<file path="config.mk">
export PLATFORM = sky130hd
export DESIGN_NAME = cpu_test_sequencer
export DESIGN_NICKNAME = d
export VERILOG_FILES = /design/src/rtl/cpu_test_sequencer.sv
export SDC_FILE = /design/constraint.sdc
export NUM_CORES = 1
export LEC_CHECK = 0
export BUFFER_PORTS_ARGS = -buffer_cell sky130_fd_sc_hd__buf_4
export CORE_MARGIN = 8
export CORE_UTILIZATION = 52
export CTS_CLUSTER_SIZE = 30
export DETAILED_ROUTE_END_ITERATION = 10
export PLACE_DENSITY = 0.88
export RECOVER_POWER = 25
export SYNTH_ARGS = -nofsm -noshare
export SYNTH_HDL_FRONTEND = slang
export SYNTH_SLANG_ARGS = --single-unit
</file>
<file path="constraint.sdc">
create_clock -name clk -period 4.2 [get_ports clk]
set_clock_uncertainty 0.15 [all_clocks]
set_input_delay 0 -clock clk [delete_from_list [all_inputs] [get_ports clk]]
set_output_delay 0 -clock clk [all_outputs]
set_load 0.01 [all_outputs]
</file>
<file path="src/rtl/cpu_test_sequencer.sv">
// Loads a test image into IM/DM, holds the CPU in reset, runs it under a cycle budget, signs writebacks.
// Latency: 1 + im_len + dm_len + RST_CYCLES cycles from start to first RUN cycle; done one cycle after halt/budget.
// Backpressure: src_req/src_kind/src_addr hold steady until src_valid; each accept writes memory on the next cycle.
module cpu_test_sequencer #(
    parameter int          IM_DEPTH   = 1024,
    parameter int          DM_DEPTH   = 1024,
    parameter int          NUM_TESTS  = 4,
    parameter int          CYC_W      = 20,
    parameter int          RST_CYCLES = 4,
    parameter logic [31:0] HALT_PC    = 32'h0000_3ffc
) (
    input  logic             clk,
    input  logic             rst,
    input  logic             start,
    input  logic [3:0]       test_sel,
    input  logic [15:0]      im_words,
    input  logic [15:0]      dm_words,
    input  logic [CYC_W-1:0] cycle_budget,
    input  logic [31:0]      expected_sig,
    output logic             src_req,
    output logic [3:0]       src_test,
    output logic             src_kind,
    output logic [15:0]      src_addr,
    input  logic [31:0]      src_data,
    input  logic             src_valid,
    output logic             im_we,
    output logic [15:0]      im_addr,
    output logic [31:0]      im_wdata,
    output logic             dm_we,
    output logic [15:0]      dm_addr,
    output logic [31:0]      dm_wdata,
    output logic             cpu_rst,
    input  logic [31:0]      pc_f,
    input  logic             wb_en,
    input  logic [4:0]       wb_reg,
    input  logic [31:0]      wb_data,
    output logic             busy,
    output logic             done,
    output logic             pass,
    output logic             timeout,
    output logic             error,
    output logic [31:0]      signature,
    output logic [CYC_W-1:0] cycles
);

    typedef enum logic [2:0] {IDLE, LOAD_IM, LOAD_DM, HOLD, RUN, FINISH} state_t;

    localparam logic [16:0]      IM_MAX    = 17'(IM_DEPTH);
    localparam logic [16:0]      DM_MAX    = 17'(DM_DEPTH);
    localparam logic [4:0]       NT        = 5'(NUM_TESTS);
    localparam int               HW        = (RST_CYCLES > 1) ? $clog2(RST_CYCLES) : 1;
    localparam logic [HW-1:0]    HOLD_LAST = HW'(RST_CYCLES - 1);
    localparam logic [CYC_W-1:0] CYC_ONE   = CYC_W'(1);

    state_t             state, state_nxt;
    logic [3:0]         test_q;
    logic [16:0]        im_len_q, dm_len_q, im_len_in, dm_len_in, cur_len;
    logic [15:0]        addr_q;
    logic [HW-1:0]      hold_q;
    logic [CYC_W-1:0]   budget_q, cycles_nxt;
    logic [31:0]        exp_q, sig_nxt;
    logic               sel_ok, accept, last_word, halt_hit, budget_hit;

    always_comb begin
        im_len_in  = ({1'b0, im_words} > IM_MAX) ? IM_MAX : {1'b0, im_words};
        dm_len_in  = ({1'b0, dm_words} > DM_MAX) ? DM_MAX : {1'b0, dm_words};
        sel_ok     = {1'b0, test_sel} < NT;
        src_req    = (state == LOAD_IM) || (state == LOAD_DM);
        src_kind   = (state == LOAD_DM);
        src_addr   = addr_q;
        src_test   = test_q;
        accept     = src_req && src_valid;
        cur_len    = (state == LOAD_DM) ? dm_len_q : im_len_q;
        last_word  = ({1'b0, addr_q} == (cur_len - 17'd1));
        cycles_nxt = cycles + CYC_ONE;
        sig_nxt    = signature;
        if (wb_en && (wb_reg != 5'd0))
            sig_nxt = {signature[30:0], signature[31]} ^ wb_data ^ {27'b0, wb_reg};
        halt_hit   = (pc_f == HALT_PC);
        // A zero budget ends the run after its first cycle.
        budget_hit = (cycles_nxt == budget_q) || (budget_q == '0);
    end

    always_comb begin
        state_nxt = state;
        case (state)
            IDLE: begin
                if (start && sel_ok) begin
                    if (im_len_in != 17'd0)      state_nxt = LOAD_IM;
                    else if (dm_len_in != 17'd0) state_nxt = LOAD_DM;
                    else                         state_nxt = HOLD;
                end
            end
            LOAD_IM: if (accept && last_word) state_nxt = (dm_len_q != 17'd0) ? LOAD_DM : HOLD;
            LOAD_DM: if (accept && last_word) state_nxt = HOLD;
            HOLD:    if (hold_q == HOLD_LAST) state_nxt = RUN;
            RUN:     if (halt_hit || budget_hit) state_nxt = FINISH;
            FINISH:  state_nxt = IDLE;
            default: state_nxt = IDLE;
        endcase
    end

    always_ff @(posedge clk) begin
        if (rst) state <= IDLE;
        else     state <= state_nxt;
    end

    always_ff @(posedge clk) begin
        if (rst) begin
            test_q    <= '0;
            im_len_q  <= '0;
            dm_len_q  <= '0;
            budget_q  <= '0;
            exp_q     <= '0;
            addr_q    <= '0;
            hold_q    <= '0;
            im_we     <= 1'b0;
            im_addr   <= '0;
            im_wdata  <= '0;
            dm_we     <= 1'b0;
            dm_addr   <= '0;
            dm_wdata  <= '0;
            cpu_rst   <= 1'b1;
            busy      <= 1'b0;
            done      <= 1'b0;
            pass      <= 1'b0;
            timeout   <= 1'b0;
            error     <= 1'b0;
            signature <= '0;
            cycles    <= '0;
        end else begin
            im_we   <= 1'b0;
            dm_we   <= 1'b0;
            done    <= 1'b0;
            cpu_rst <= (state_nxt != RUN);
            busy    <= (state_nxt == LOAD_IM) || (state_nxt == LOAD_DM) ||
                       (state_nxt == HOLD) || (state_nxt == RUN);
            hold_q  <= (state == HOLD) ? hold_q + 1'b1 : '0;
            if (accept)             addr_q <= addr_q + 16'd1;
            if (state_nxt != state) addr_q <= '0;

            case (state)
                IDLE: begin
                    if (start) begin
                        pass    <= 1'b0;
                        timeout <= 1'b0;
                        if (!sel_ok) begin
                            error <= 1'b1;
                            done  <= 1'b1;
                        end else begin
                            error     <= 1'b0;
                            test_q    <= test_sel;
                            im_len_q  <= im_len_in;
                            dm_len_q  <= dm_len_in;
                            budget_q  <= cycle_budget;
                            exp_q     <= expected_sig;
                            signature <= '0;
                            cycles    <= '0;
                        end
                    end
                end
                LOAD_IM: begin
                    if (accept) begin
                        im_we    <= 1'b1;
                        im_addr  <= addr_q;
                        im_wdata <= src_data;
                    end
                end
                LOAD_DM: begin
                    if (accept) begin
                        dm_we    <= 1'b1;
                        dm_addr  <= addr_q;
                        dm_wdata <= src_data;
                    end
                end
                RUN: begin
                    cycles    <= cycles_nxt;
                    signature <= sig_nxt;
                    // Halt takes priority over the budget when both land together.
                    if (halt_hit || budget_hit) begin
                        done    <= 1'b1;
                        pass    <= halt_hit && (sig_nxt == exp_q);
                        timeout <= !halt_hit;
                    end
                end
                default: ;
            endcase
        end
    end

endmodule
</file>
==> impl_metrics.yaml <==
status:
  status: "finished clean"
placed_design:
  gp_congestion: 0.916
  place_inst: 2117
  portBuffers: 371
  place_hpwl_mm: 29.6
synth:
  synth_edf_count: 0
  synthCells: 1512
  ys_seq_elements: 265
  synthFlopType: "dfxtp_1"
  synthArstFlopShare_pct: 0
  synth_area_um2: 12200
  yosys.cell_types.count: 68
  yosys_warnings: 0
  synthesis.nets: 1710
  syn_area_per_cell_um2: 8.08
  ys_seq_area_share_pct: 43.4
timing:
  slew-limit-headroom_pct: 12.7
  fmax_mhz: 257
  setup_viol: 0
  period_needed_ps: 3890
  timing.final.crit_share_pct: 92.5
  tightest_slew_ps: 1300
  fin_tns_setup_ps: 0
  rsz0062_at_grt: "false"
  hold_violations: 0
  drv_slew: 0
routing:
  routedWlPerCell_um: 22.5
  detail_route.first_pass.iterations: 8
  drt-total-wl_mm: 55.3
  drc_errors: 0
  via_per_inst: 6.02
  via_count: 14800
  ant_nets: 0
  initialDrtViolationCount: 2242
critical_path:
  required_ps: 4420
  critPathKind: "flop to flop"
  crit_arrival_ps: 4100
  r2r_start: "state[2]$_SDFF_PP0_"
  crit_path_start: "state[2]$_SDFF_PP0_"
  cp_max_fo: 16
  setup.worst_path.end_class: "flop"
  start_kind: "flop"
  ff2ff_setup_slack_ps: 310
clock_network:
  cts_made_buffers: 27
  clockBufferDepth: 3
  cts_tree: "done"
  cts.sinks: 265
  path_clk_slew_ps: 60
  clk_latency_ps: 530
  cts_root_buffer: "clkbuf_16"
  cts_max_level: 1
layout:
  layout_common_cells: "350 x nand2_1, 293 x dlygate4sd3_1, 277 x buf_4"
  fillers: 1432
  drive_gt1_share_pct: 16.0
  syn_to_final_growth_pct: 52.0
  layout_commonest_cell: "nand2_1"
  final_cells: 2458
  nets: 2318
  regArea_um2: 5310
  multi_input_area_um2: 6510
pwr:
  ir_drop_v: 0.000263
  cellLeakagePower_nw: 7.42
  p_per_area_nw_per_um2: 306
grt:
  grt_pass1_vias: 15200
  grtUsageTotal_pct: 36.6
  grt_pass1_wl_mm: 84.8
  overflow: 0
  grt_max_degree: 124
  antenna_found_initial: 1
die:
  die_w_um: 169
  num_io_pins: 372
  dieArea_um2: 28600
  rows: 56
  core_um2: 23300
  die_h_um: 169
  initial_core_util_pct: 52.5
flow_run:
  drv_cap: 0
hold_path:
  min_from: "im_words[11]"
  hp-class: "input port to flop"
## worst paths after layout
path                                to  cells past startpoint
max reg2reg  src_addr[14]$_SDFFE_PP0P_                     12
min reg2reg       hold_q[0]$_SDFF_PP0_                      1
max          src_addr[14]$_SDFFE_PP0P_                     12
min                    busy$_SDFF_PP0_                      8
## worst max-delay path, stage by stage, from the launching register on
cell	delay [ps]
dfxtp_1	310
or3b_1	470
buf_4	240
a21oi_1	190
ha_1	340
nor3b_1	280
xor2_1	190
mux2i_1	110
a211oi_1	250
o2111ai_1	160
or4_4	600
nor2_4	310
nor4_1	130
## kinds of logic (layout without fill, tap and decap cells)
kind of cell    count (synthesis)  after routing  synth area share, %
xor+xnor                      139            139                 9.97
flops                         265            265                 43.4
simple gates                  636            636                 23.7
compound gates                317            317                 15.6
mux                            40             40                 3.28
other cells                     0              1                    0
buf+inv                       111            737                 3.67
fa+ha+maj                       4              4                0.410
## synthesized netlist by cell type (21+ instances only)
library cell / n / area share, %
clkbuf_1: 89 / 2.7
mux2i_1: 40 / 3.3
o21ai_0: 30 / 1.2
dfxtp_1: 265 / 43
a21oi_1: 189 / 7.7
nor3_1: 27 / 1.1
and3_1: 21 / 1.1
nor4_1: 41 / 2.1
xnor2_1: 67 / 4.8
nand3_1: 26 / 1.1
nand2_1: 351 / 11
xor2_1: 72 / 5.2
a22oi_1: 25 / 1.5
nor2_1: 92 / 2.8
## stage by stage
| step | total power [mW] | hold WS [ps] | util [%] | setup slack (ps) | area [um2] |
|---|---|---|---|---|---|
| after floorplan | 2.83 | -24.3 | - | 266 | 12200 |
| after global placement | 3.06 | 70.7 | 65.1 | 314 | 15100 |
| after detailed placement | 3.07 | 75.8 | 65.1 | 251 | 15100 |
| after CTS | 5.61 | 3.33 | 81.5 | 246 | 19000 |
| after global routing | 5.82 | 167 | 79.8 | 37.6 | 18600 |
| final | 5.68 | 84.6 | 79.8 | 314 | 18600 |
## registers in the layout (all words and copies together), names as in the netlist, 20 cells and up
signal / flops
budget_q: 20
cycles: 20
dm_wdata: 32
exp_q: 32
im_wdata: 32
signature: 32
## what timing repair did
item | 4_1_cts | 5_1_grt
buffers inserted | 0 | 0
setup endpoints to repair | 0 | 34
hold buffers | 293 | 0
hold endpoints to repair | 203 | 0
gates resized for setup | 0 | 3
## per-layer routing
layer	vias to the layer above	track usage [%]	wire length (um)
li1	6419	-	-
met1	6799	41.1	19400
met2	1260	61.2	25400
met3	326	9.44	6490
met4	0	23.7	4050
met5	-	0	0
## layout make-up
class | instances | area share [%]
sequential | 265 | 28.6
clock buffer | 37 | 4.06
multi-input combinational | 1136 | 35.1
timing repair buffer | 681 | 29.3
clock inverter | 10 | 0.674
antenna | 1 | 0.0135
tap | 319 | 2.15
inverter | 9 | 0.195
## power by group
group	internal [mW]	switching, mW
clock network	1.43	1.01
registers	2.54	0.0268
logic	0.343	0.319
Power figures use the tool's default switching activity.
